--- config.mk ---
export PLATFORM = sky130hd
export DESIGN_NAME = tagged_array_reader_flat
export DESIGN_NICKNAME = d
export VERILOG_FILES = /design/src/rtl/tagged_array_reader_if.sv /design/src/rtl/tagged_array_reader.sv /design/src/flat_wrapper.sv
export SDC_FILE = /design/constraint.sdc
export NUM_CORES = 1
export LEC_CHECK = 0
export BUFFER_PORTS_ARGS = -buffer_cell sky130_fd_sc_hd__buf_2
export CAP_MARGIN = 20
export CORE_MARGIN = 10
export CORE_UTILIZATION = 60
export DETAILED_ROUTE_END_ITERATION = 7
export PLACE_DENSITY = 0.9
export SLEW_MARGIN = 20
export SYNTH_ARGS = -nofsm -noshare
export SYNTH_HDL_FRONTEND = slang
export SYNTH_SLANG_ARGS = --single-unit
--- constraint.sdc ---
create_clock -name clk -period 2.7 [get_ports clk]
set_input_delay 0.27 -clock clk [delete_from_list [all_inputs] [get_ports clk]]
set_output_delay 0.27 -clock clk [all_outputs]
set_load 0.01 [all_outputs]
--- src/rtl/tagged_array_reader_if.sv ---
// tagged_array_reader_if: write, request and response channels of the tagged array read port
interface tagged_array_reader_if;
    logic       wr_en;
    logic [3:0] wr_idx;
    logic [2:0] wr_data;
    logic       wr_tag;
    logic       req_valid;
    logic       req_ready;
    logic [3:0] req_idx;
    logic       req_sweep;
    logic       req_level;
    logic       resp_valid;
    logic       resp_ready;
    logic [3:0] resp_idx;
    logic [2:0] resp_data;
    logic       resp_tag;
    logic       resp_denied;
    logic       resp_last;
    modport master (
        output wr_en, wr_idx, wr_data, wr_tag,
        output req_valid, req_idx, req_sweep, req_level, resp_ready,
        input  req_ready, resp_valid, resp_idx, resp_data, resp_tag, resp_denied, resp_last
    );
    modport slave (
        input  wr_en, wr_idx, wr_data, wr_tag,
        input  req_valid, req_idx, req_sweep, req_level, resp_ready,
        output req_ready, resp_valid, resp_idx, resp_data, resp_tag, resp_denied, resp_last
    );
endinterface

--- src/rtl/tagged_array_reader.sv ---
// tagged_array_reader: 16x3 tagged array with clearance-masked single and sweep reads
module tagged_array_reader (
    input logic                  clk,
    input logic                  reset,
    tagged_array_reader_if.slave bus
);
    typedef enum logic [1:0] {IDLE, SINGLE, SWEEP} state_t;
    state_t            r_state, w_next;
    logic [15:0][2:0]  r_data;
    logic [15:0]       r_tags;
    logic              r_level, r_stag, r_last;
    logic [2:0]        r_sdata;
    logic [3:0]        r_idx;
    logic              w_valid, w_accept, w_hs, w_adv, w_load, w_denied;
    logic [3:0]        w_sidx;
    always_comb begin
        w_valid  = r_state != IDLE;
        w_accept = r_state == IDLE && bus.req_valid;
        w_hs     = w_valid && bus.resp_ready;
        w_adv    = w_hs && r_state == SWEEP && r_idx != 4'd15;
        w_load   = w_accept || w_adv;
        w_sidx   = w_adv ? r_idx + 4'd1 : (bus.req_sweep ? 4'd0 : bus.req_idx);
        w_next   = w_accept ? (bus.req_sweep ? SWEEP : SINGLE) :
                   (w_hs && !w_adv) ? IDLE : r_state;
        w_denied = r_stag & ~r_level;
    end
    // Sampling uses pre-edge array contents, so a same-edge write never leaks into the beat
    always_ff @(posedge clk) begin
        if (reset) begin
            r_state <= IDLE;
            r_tags  <= '1;
            r_data  <= '0;
            r_level <= 1'b0;
            r_stag  <= 1'b0;
            r_last  <= 1'b0;
            r_sdata <= '0;
            r_idx   <= '0;
        end else begin
            r_state <= w_next;
            if (bus.wr_en) begin
                r_data[bus.wr_idx] <= bus.wr_data;
                r_tags[bus.wr_idx] <= bus.wr_tag;
            end
            if (w_accept)
                r_level <= bus.req_level;
            if (w_load) begin
                r_idx   <= w_sidx;
                r_sdata <= r_data[w_sidx];
                r_stag  <= r_tags[w_sidx];
                r_last  <= w_accept ? !bus.req_sweep : w_sidx == 4'd15;
            end
        end
    end
    assign bus.req_ready   = r_state == IDLE && !reset;
    assign bus.resp_valid  = w_valid;
    assign bus.resp_idx    = r_idx;
    assign bus.resp_tag    = r_stag;
    assign bus.resp_denied = w_denied;
    assign bus.resp_data   = w_denied ? 3'd0 : r_sdata;
    assign bus.resp_last   = r_last;
endmodule

--- src/flat_wrapper.sv ---
// flat-port wrapper written by rule: the top's interface ports become plain ports
module tagged_array_reader_flat 
  (clk, reset, bus_wr_en, bus_wr_idx, bus_wr_data, bus_wr_tag, bus_req_valid, bus_req_idx, bus_req_sweep, bus_req_level, bus_resp_ready, bus_req_ready, bus_resp_valid, bus_resp_idx, bus_resp_data, bus_resp_tag, bus_resp_denied, bus_resp_last);
  tagged_array_reader_if bus_i ();
  input logic clk;
  input logic reset;
  input wire logic [$bits(bus_i.wr_en)-1:0] bus_wr_en;
  input wire logic [$bits(bus_i.wr_idx)-1:0] bus_wr_idx;
  input wire logic [$bits(bus_i.wr_data)-1:0] bus_wr_data;
  input wire logic [$bits(bus_i.wr_tag)-1:0] bus_wr_tag;
  input wire logic [$bits(bus_i.req_valid)-1:0] bus_req_valid;
  input wire logic [$bits(bus_i.req_idx)-1:0] bus_req_idx;
  input wire logic [$bits(bus_i.req_sweep)-1:0] bus_req_sweep;
  input wire logic [$bits(bus_i.req_level)-1:0] bus_req_level;
  input wire logic [$bits(bus_i.resp_ready)-1:0] bus_resp_ready;
  output wire logic [$bits(bus_i.req_ready)-1:0] bus_req_ready;
  output wire logic [$bits(bus_i.resp_valid)-1:0] bus_resp_valid;
  output wire logic [$bits(bus_i.resp_idx)-1:0] bus_resp_idx;
  output wire logic [$bits(bus_i.resp_data)-1:0] bus_resp_data;
  output wire logic [$bits(bus_i.resp_tag)-1:0] bus_resp_tag;
  output wire logic [$bits(bus_i.resp_denied)-1:0] bus_resp_denied;
  output wire logic [$bits(bus_i.resp_last)-1:0] bus_resp_last;
  assign bus_i.wr_en = bus_wr_en;
  assign bus_i.wr_idx = bus_wr_idx;
  assign bus_i.wr_data = bus_wr_data;
  assign bus_i.wr_tag = bus_wr_tag;
  assign bus_i.req_valid = bus_req_valid;
  assign bus_i.req_idx = bus_req_idx;
  assign bus_i.req_sweep = bus_req_sweep;
  assign bus_i.req_level = bus_req_level;
  assign bus_i.resp_ready = bus_resp_ready;
  assign bus_req_ready = bus_i.req_ready;
  assign bus_resp_valid = bus_i.resp_valid;
  assign bus_resp_idx = bus_i.resp_idx;
  assign bus_resp_data = bus_i.resp_data;
  assign bus_resp_tag = bus_i.resp_tag;
  assign bus_resp_denied = bus_i.resp_denied;
  assign bus_resp_last = bus_i.resp_last;
  tagged_array_reader u_core (.clk(clk), .reset(reset), .bus(bus_i));
endmodule
==> impl_metrics.py, run 1 <==
metrics = {
    "global_routing": {
        "grt_max_degree": 77,
        "grt_usage": 0.1927,
        "grt_pass1_wl_um": 15920,
        "antenna_found_initial": 0,
        "grt_pass1_vias": 3200,
        "globalRouteOverflowTotal": 0,
    },
    "floorplanning": {
        "rows": 29,
        "dieArea_um2": 10080,
        "core_um2": 6314,
        "ioPinCount": 31,
        "die_y_um": 100.4,
        "die_w_um": 100.4,
        "start_util": 0.6140,
    },
    "clocking": {
        "clk_pin_slew_ns": 0.09,
        "hold_buffers": 0,
        "postCtsSetupBuffers": 0,
        "cts_buffer_depth": 2,
        "root_buffer": "clkbuf_8",
        "insertion_delay_ns": 0.36,
        "cts_tree": "yes",
        "htreeDepth": 3,
        "cts_resized": 0,
        "cts.sinks": 76,
        "cts_buffers": 9,
    },
    "layout": {
        "area_growth_pct": 10.10,
        "fin_util": 0.6760,
        "num_antenna_cells": 0,
        "layout_common_cells": "dfxtp_1 (76), nor2_1 (72), mux2i_1 (59)",
        "drive_above_1_share": 0.1385,
        "finalNetCount": 470,
        "final_common_cell": "dfxtp_1",
    },
    "timing": {
        "fin_skew_ns": 0.01692,
        "slew_viol_final": 0,
        "timing.final.crit_period_ns": 2.421,
        "rsz0062_at_grt": "false",
        "max_freq_mhz": 413.1,
        "finalCritPeriodShare": 0.8965,
        "tns_ns": 0,
        "setup-violations-final": 0,
        "tightest_slew_ns": 0.7653,
        "timing.max_slew.rel_slack": 0.4898,
        "hold_viol_final": 0,
    },
    "detailed_routing": {
        "post-route-drc-count": 0,
        "wl_per_cell_um": 18.95,
        "vias": 3452,
        "totalWireLength_um": 10080,
        "drtAntennaViolNets": 0,
        "firstDrtPassIters": 5,
        "drtIter0Drc": 323,
        "vias_per_cell": 6.489,
    },
    "worst_setup_path": {
        "critical_path_class": "reg2reg",
        "crit_buf_inv": 0,
        "cp.required_ns": 2.99,
        "worst-path-max-fanout": 15,
        "crit_path_end_kind": "flip-flop",
        "crit_chain": "ha_1, and3_1, o211a_2, nor2_2, o32ai_1, a22oi_1, and4_1",
        "cpPeakStageDelay_ns": 0.52,
        "crit_family": "simple AND/OR/NAND/NOR gates",
        "startpoint_type": "flip-flop",
        "critPathArrivalTime_ns": 2.71,
        "slowest_stage": "nor2_2",
    },
    "power_and_ir_drop": {
        "p_sw_w": 0.0006839,
        "combinationalPowerShare": 0.126,
        "ir_drop_mv": 0.4372,
        "seqPwrFrac": 0.455,
        "p_clk_frac": 0.419,
        "p_leak_nw": 1.733,
        "power_density_nw_per_um2": 604.7,
        "switching_share": 0.2650,
        "p_int_w": 0.001897,
    },
    "place": {
        "dp.final_hpwl_um": 6837,
        "port_buffers": 30,
        "place.gp.congestion": 0.9410,
    },
    "worst_hold_path": {
        "hp-class": "in2reg",
    },
    "yosys": {
        "synth_cells": 435,
        "ys_warn_count": 0,
        "yosys.area.top_type": "dfxtp_1",
        "synth_nets": 455,
        "ys.flop_type": "dfxtp_1",
        "synth-edff-count": 0,
        "yosysSeqAreaShare": 0.3925,
        "ys_ff_latch": 76,
        "synthArstFlopShare": 0,
        "avgSynthCellArea_um2": 8.911,
        "netlist_top_cells_area": "dfxtp_1 (39%), mux2i_1 (15%), nor2_1 (7.0%)",
        "syn_area_um2": 3876,
        "synth_top_area_share": 0.3925,
        "yosysUniqueCellTypes": 49,
    },
    "run": {
        "max_cap_violations": 0,
    },
    "status": {
        "status": "complete, no violations",
    },
}
state kept, by name, summed over array words and instances (netlist names):
register	cells
u_core.r_tags	16
u_core.bus.resp_idx	4
u_core.r_state	2
u_core.r_level	1
u_core.bus.resp_last	1
u_core.bus.resp_tag	1
u_core.r_data	48
u_core.r_sdata	3
logic make-up (layout without fill, tap and decap cells):
| group | count (synthesis) | after routing | share of synthesized area |
|---|---|---|---|
| buf+inv | 37 | 57 | 0.04325 |
| xor+xnor | 2 | 2 | 0.004520 |
| simple gates | 163 | 163 | 0.2153 |
| compound gates | 96 | 96 | 0.1859 |
| mux | 60 | 60 | 0.1553 |
| flops | 76 | 76 | 0.3925 |
| fa+ha+maj | 1 | 1 | 0.003227 |
per-layer routing:
metal | global-route usage | vias to the layer above | part of all wire
met1 | 0.2441 | 1632 | 0.44
met2 | 0.2849 | 183 | 0.44
li1 | - | 1601 | -
met5 | 0 | - | 0
met4 | 0.1196 | 0 | 0.040
met3 | 0.05014 | 36 | 0.084
worst paths after layout:
check / start / endpoint / slack [ns] / cells after the start
worst min-delay path: bus_req_level / u_core.r_level$_SDFFE_PP0P_ / 0.16 / 3
worst max register to register: u_core.bus.resp_idx[1]$_SDFFE_PP0P_ / u_core.r_sdata[1]$_SDFFE_PP0P_ / 0.28 / 7
worst max-delay path: u_core.bus.resp_idx[1]$_SDFFE_PP0P_ / u_core.r_sdata[1]$_SDFFE_PP0P_ / 0.28 / 7
worst min register to register: u_core.r_tags[1]$_SDFFE_PP1P_ / u_core.r_tags[1]$_SDFFE_PP1P_ / 0.48 / 1
cell type report:
type,instances,area (um2)
Fill cell,481,2046
Timing Repair Buffer,36,195.2
Tap cell,77,96.34
Inverter,5,18.77
Sequential cell,76,1521
Multi-Input combinational cell,322,2191
Clock inverter,7,121.4
Clock buffer,9,123.9
worst reg2reg max path: stages, from the launching register on:
cell and delay [ns]:
dfxtp_1 0.34, ha_1 0.22, and3_1 0.24, o211a_2 0.34, nor2_2 0.53, o32ai_1 0.22
a22oi_1 0.25, and4_1 0.21
power by group through the flow:
stage	logic (W)	clock network [W]	registers [W]
after floorplan	0.000224	0	0.00120
after global placement	0.000305	0	0.00120
after detailed placement	0.000315	0	0.00120
after CTS	0.000318	0.00108	0.00117
after global routing	0.000352	0.00111	0.00118
final	0.000324	0.00108	0.00117
cells in the mapped netlist, types with 2 or more instances:
library cell  number
nor2_1            72
and2_1             2
buf_2              5
dfxtp_1           76
nand3b_1           2
nor2b_1           16
o21ai_0            8
xnor2_1            2
a22oi_1            4
o21bai_1           3
a21oi_1           13
and3_1            24
mux2i_1           59
a211o_1           16
a311o_1            6
nand2b_1           8
a31oi_1            2
nand2_1           17
inv_1              5
clkbuf_1          23
a21boi_0          12
nand3_1            7
buf_6              3
and4_1             3
o32ai_1            6
a211oi_1          18
stage by stage:
stage	worst slack [ns]	total power, W	cell area [um2]	std cells	hold WS, ns
after global routing	0.1100	0.002644	4268	532	0.2333
after global placement	0.4807	0.001503	4023	516	0.4533
after CTS	0.3656	0.002569	4268	532	0.1711
after floorplan	0.5858	0.001421	3876	435	0.4168
after detailed placement	0.4113	0.001514	4023	516	0.4596
final	0.2795	0.002581	4268	532	0.1649
Power figures use the tool's default switching activity.
==> inputs of run 2 (changes only) <==
--- a/config.mk
+++ b/config.mk
@@ -7,7 +7,6 @@
 export LEC_CHECK = 0
 export BUFFER_PORTS_ARGS = -buffer_cell sky130_fd_sc_hd__buf_2
 export CAP_MARGIN = 20
-export CORE_MARGIN = 10
 export CORE_UTILIZATION = 60
 export DETAILED_ROUTE_END_ITERATION = 7
 export PLACE_DENSITY = 0.9
==> run 2 against run 1 <==
  * Worst hold slack better by 0.015 ns
  * Combinational power hardly changed
  * Flip-flop and latch count stayed put
  * Cell count is 0.38% lower
  * Sequential power hardly changed
  * Die area is 33% lower
  * Largest cell class unchanged
  * Highest routed layer unchanged
==> impl_metrics.py, run 2 (synthesized netlist as in run 1, its figures left out) <==
metrics = {
    "detailed_routing": {
        "drtAntennaViolNets": 0,
        "vias_per_cell": 6.500,
        "firstDrtPassIters": 5,
        "drtIter0Drc": 326,
        "vias": 3445,
        "totalWireLength_um": 10070,
        "post-route-drc-count": 0,
        "wl_per_cell_um": 18.99,
    },
    "layout": {
        "largest_reg_flops": 48,
        "area_growth_pct": 10.36,
        "layout_common_cells": "dfxtp_1 (76), nor2_1 (72), mux2i_1 (59)",
        "finalNetCount": 470,
        "fin_util": 0.7058,
        "top_register": "u_core.r_data",
        "multi_input_area_um2": 2191,
        "final_area_um2": 4278,
        "drive_above_1_share": 0.1385,
        "num_antenna_cells": 0,
        "fillers": 452,
        "seq_area_um2": 1521,
        "final_cell_count_no_fill": 530,
        "final_common_cell": "dfxtp_1",
    },
    "floorplanning": {
        "rows": 28,
        "die_w_um": 82.38,
        "ioPinCount": 31,
        "dieArea_um2": 6786,
        "die_y_um": 82.38,
        "core_um2": 6061,
        "start_util": 0.6396,
    },
    "timing": {
        "timing.max_slew.rel_slack": 0.5993,
        "slew_viol_final": 0,
        "tns_ns": 0,
        "fin_skew_ns": 0.007325,
        "finalCritPeriodShare": 0.8648,
        "setup-violations-final": 0,
        "rsz0062_at_grt": "false",
        "timing.final.crit_period_ns": 2.335,
        "max_freq_mhz": 428.3,
        "hold_viol_final": 0,
        "tightest_slew_ns": 0.6004,
    },
    "power_and_ir_drop": {
        "totalPowerFinal_w": 0.002570,
        "power_density_nw_per_um2": 600.8,
        "p_leak_nw": 1.739,
        "p_sw_w": 0.0006740,
        "ir_drop_mv": 0.5803,
        "p_int_w": 0.001896,
        "seqPwrFrac": 0.458,
        "switching_share": 0.2622,
        "combinationalPowerShare": 0.126,
        "p_clk_frac": 0.416,
    },
    "place": {
        "port_buffers": 30,
        "placedCellCount": 514,
        "place.gp.congestion": 0.9403,
        "post_dp_cell_area_um2": 4033,
        "dp.final_hpwl_um": 7050,
    },
    "clocking": {
        "cts_tree": "yes",
        "cts_buffer_depth": 2,
        "root_buffer": "clkbuf_8",
        "insertion_delay_ns": 0.36,
        "clk_pin_slew_ns": 0.08,
        "postCtsSetupBuffers": 0,
        "cts.sinks": 76,
        "htreeDepth": 3,
        "hold_buffers": 0,
        "cts_buffers": 9,
        "cts_resized": 0,
    },
    "global_routing": {
        "grt_usage": 0.3125,
        "grt_pass1_vias": 3143,
        "globalRouteOverflowTotal": 0,
        "grt_pass1_wl_um": 15390,
        "antenna_found_initial": 0,
        "grt_max_degree": 51,
    },
    "worst_setup_path": {
        "cpPeakStageDelay_ns": 0.51,
        "crit_path_frequent_cell": "and3_1",
        "crit_path_end_kind": "flip-flop",
        "crit_buf_inv": 0,
        "slowest_stage": "or3_4",
        "crit_family": "simple AND/OR/NAND/NOR gates",
        "critPathArrivalTime_ns": 2.59,
        "critical_path_class": "reg2reg",
        "cp.required_ns": 2.96,
        "crit_chain": "ha_1, and3_1, or3_4, and3_1, a211oi_1, o41ai_1, a221o_1",
        "worst-path-max-fanout": 41,
        "startpoint_type": "flip-flop",
    },
    "worst_hold_path": {
        "hp-class": "in2reg",
    },
    "status": {
        "status": "complete, no violations",
    },
    "run": {
        "max_cap_violations": 0,
    },
}
run 2: metal layers:
metal | GRT usage | routed length [um] | part of all wire
met2 | 0.5174 | 4561 | 0.45
met3 | 0.07473 | 900 | 0.089
met1 | 0.3766 | 4272 | 0.42
met5 | 0 | 0 | 0
met4 | 0.1579 | 333 | 0.033
run 2: final cells by class:
cell class	count	area share
tap	75	0.02194
clock buffer	9	0.02896
timing repair buffer	36	0.04855
clock inverter	7	0.02837
multi-input combinational	322	0.5121
inverter	5	0.004387
sequential	76	0.3557
run 2: power groups by stage:
stage | logic [W] | registers [W] | clock network [W]
finish | 0.000324 | 0.00118 | 0.00107
global route | 0.000354 | 0.00118 | 0.00112
CTS | 0.000318 | 0.00118 | 0.00108
detailed placement | 0.000316 | 0.00120 | 0
global placement | 0.000308 | 0.00120 | 0
floorplan | 0.000224 | 0.00120 | 0
run 2: through the flow:
| step | hold slack, ns | worst slack [ns] |
|---|---|---|
| 6_report | 0.1802 | 0.3651 |
| 5_1_grt | 0.2152 | 0.2612 |
| 4_1_cts | 0.1850 | 0.4008 |
| 3_5_place_dp | 0.4437 | 0.4086 |
| 3_3_place_gp | 0.4374 | 0.4929 |
| 2_1_floorplan | 0.4168 | 0.5858 |
run 2: path summary, 6_finish.rpt:
path	start	to	slack (ns)	cells after the start
worst max-delay path	u_core.bus.resp_idx[1]$_SDFFE_PP0P_	u_core.r_sdata[2]$_SDFFE_PP0P_	0.37	7
worst min-delay path	bus_req_level	u_core.r_level$_SDFFE_PP0P_	0.18	3
worst max register to register	u_core.bus.resp_idx[1]$_SDFFE_PP0P_	u_core.r_sdata[2]$_SDFFE_PP0P_	0.37	7
worst min register to register	u_core.r_data[0]$_SDFFE_PP0P_	u_core.r_data[0]$_SDFFE_PP0P_	0.46	2
run 2: tightest hold or removal path: cells and delay by family:
family	cells	cell delay, ns
buf+inv	1	0.08
mux	1	0.07
simple gates	1	0.09
==> inputs of run 3 (changes only) <==
--- a/config.mk
+++ b/config.mk
@@ -10,6 +10,7 @@
 export CORE_UTILIZATION = 60
 export DETAILED_ROUTE_END_ITERATION = 7
 export PLACE_DENSITY = 0.9
+export RECOVER_POWER = 100
 export SLEW_MARGIN = 20
 export SYNTH_ARGS = -nofsm -noshare
 export SYNTH_HDL_FRONTEND = slang
==> run 3 against run 2 <==
  * Maximum frequency down 3.3%
  * Critical endpoint unchanged
  * Die area unchanged
  * First-iteration DRC count down 14%
  * Non-clock buffer count unchanged
  * Design area down 0.67%
  * Combinational power down 2%
  * Largest power group unchanged
  * Register-to-register slack worse by 0.08 ns
  * Global-route usage unchanged
  * Clock skew down 0.00089 ns
  * Total power down 0.31%
  * Sequential share of layout area up 0.24 points
==> impl_metrics.py, run 3 (synthesized netlist as in run 1, its figures left out) <==
metrics = {
    "status": {
        "status": "complete, no violations",
    },
    "global_routing": {
        "globalRouteOverflowTotal": 0,
        "grt_usage": 0.3125,
        "grt_max_degree": 51,
        "antenna_found_initial": 0,
        "grt_pass1_vias": 3143,
        "grt_pass1_wl_um": 15390,
    },
    "clocking": {
        "postCtsSetupBuffers": 0,
        "cts_buffers": 9,
        "cts_resized": 0,
        "cts.sinks": 76,
        "insertion_delay_ns": 0.36,
        "root_buffer": "clkbuf_8",
        "htreeDepth": 3,
        "cts_buffer_depth": 2,
        "clk_pin_slew_ns": 0.08,
        "hold_buffers": 0,
        "cts_tree": "yes",
    },
    "worst_setup_path": {
        "crit_path_start": "u_core.bus.resp_idx[1]$_SDFFE_PP0P_",
        "r2r_start": "u_core.bus.resp_idx[1]$_SDFFE_PP0P_",
        "critPathArrivalTime_ns": 2.73,
        "worst-path-max-fanout": 10,
        "critical_path_class": "reg2reg",
        "cp.required_ns": 3.01,
        "cpPeakStageDelay_ns": 0.51,
        "startpoint_type": "flip-flop",
        "slowest_stage": "or2_0",
        "crit_path_end_kind": "flip-flop",
        "crit_chain": "ha_1, and3_1, o211a_1, or2_0, a211oi_1, a2111oi_2, a221o_1",
    },
    "layout": {
        "area_growth_pct": 9.619,
        "finalNetCount": 470,
        "top_register": "u_core.r_data",
        "seq_area_um2": 1521,
        "final_common_cell": "dfxtp_1",
        "num_antenna_cells": 0,
        "final_area_um2": 4249,
        "drive_above_1_share": 0.09890,
        "fillers": 465,
        "final_cell_count_no_fill": 530,
        "largest_reg_flops": 48,
        "multi_input_area_um2": 2191,
        "layout_common_cells": "dfxtp_1 (76), nor2_1 (72), mux2i_1 (59)",
    },
    "timing": {
        "setup-violations-final": 0,
        "tightest_slew_ns": 1.176,
        "hold_viol_final": 0,
        "slew_viol_final": 0,
        "tns_ns": 0,
        "fin_skew_ns": 0.006435,
        "max_freq_mhz": 414.1,
        "timing.max_slew.rel_slack": 0.2158,
        "holdWs_ns": 0.1870,
        "timing.final.crit_period_ns": 2.415,
        "rsz0062_at_grt": "false",
        "finalCritPeriodShare": 0.8944,
    },
    "detailed_routing": {
        "wl_per_cell_um": 18.96,
        "vias_per_cell": 6.485,
        "drtIter0Drc": 280,
        "totalWireLength_um": 10050,
        "post-route-drc-count": 0,
        "drtAntennaViolNets": 0,
        "firstDrtPassIters": 6,
        "vias": 3437,
    },
    "floorplanning": {
        "die_w_um": 82.38,
        "dieArea_um2": 6786,
        "start_util": 0.6396,
        "ioPinCount": 31,
        "core_um2": 6061,
        "die_y_um": 82.38,
        "rows": 28,
    },
    "worst_hold_path": {
        "min_from": "bus_req_level",
        "hp-class": "in2reg",
    },
    "power_and_ir_drop": {
        "ir_drop_mv": 0.5803,
        "power_density_nw_per_um2": 603.0,
        "p_leak_nw": 1.681,
    },
    "place": {
        "post_dp_cell_area_um2": 4033,
        "place.gp.congestion": 0.9403,
        "placedCellCount": 514,
        "port_buffers": 30,
        "dp.final_hpwl_um": 7050,
    },
    "run": {
        "max_cap_violations": 0,
    },
}
## run 3: cell types whose count changed in the layout (fill, tap and decap cells not counted)
cell | before | now
clkbuf_2 | 0 | 1
buf_4 | 5 | 2
buf_2 | 30 | 15
or2_1 | 1 | 0
clkbuf_1 | 0 | 17
or2_0 | 0 | 1
o211a_2 | 1 | 0
o211a_1 | 0 | 1
## run 3: worst paths after layout
| check | slack [ns] | depth (start not counted) | endpoint |
|---|---|---|---|
| worst max-delay path | 0.29 | 7 | u_core.r_sdata[2]$_SDFFE_PP0P_ |
| worst min-delay path | 0.19 | 3 | u_core.r_level$_SDFFE_PP0P_ |
| worst max register to register | 0.29 | 7 | u_core.r_sdata[2]$_SDFFE_PP0P_ |
| worst min register to register | 0.46 | 2 | u_core.r_data[0]$_SDFFE_PP0P_ |
## run 3: layout make-up
cell class / instances / share of cell area
Clock buffer: 9 / 0.02915
Clock inverter: 7 / 0.02856
Timing Repair Buffer: 36 / 0.04211
Tap cell: 75 / 0.02208
Inverter: 5 / 0.004417
Sequential cell: 76 / 0.3581
Multi-Input combinational cell: 322 / 0.5156
## run 3: routing by layer
metal,part of all wire,global-route usage,up-vias
met1,0.43,0.3766,1619
met5,0,0,-
li1,-,-,1606
met4,0.032,0.1579,0
met2,0.46,0.5174,177
met3,0.082,0.07473,35
## run 3: report_power, final
part / switching [W] / internal (W) / total, W
combinational: 0.000199 / 0.000117 / 0.000316
sequential: 0.0000265 / 0.00115 / 0.00118
clock: 0.000448 / 0.000620 / 0.00107
## run 3: worst max-delay path, delay by kind of cell, from the launching register on
family | cells | cell delay, ns
AND/OR/NAND/NOR | 2 | 0.76
AO/OA/AOI/OAI | 4 | 0.98
flip-flops | 1 | 0.39
adder cells (fa/ha/maj) | 1 | 0.22
## run 3: stage by stage
stage | util | power, W | worst slack [ns]
4_1_cts | 0.7058 | 0.002569 | 0.4008
6_report | 0.7011 | 0.002562 | 0.2851
3_3_place_gp | 0.6654 | 0.001508 | 0.4929
2_1_floorplan | - | 0.001421 | 0.5858
3_5_place_dp | 0.6654 | 0.001518 | 0.4086
5_1_grt | 0.7011 | 0.002646 | 0.1315
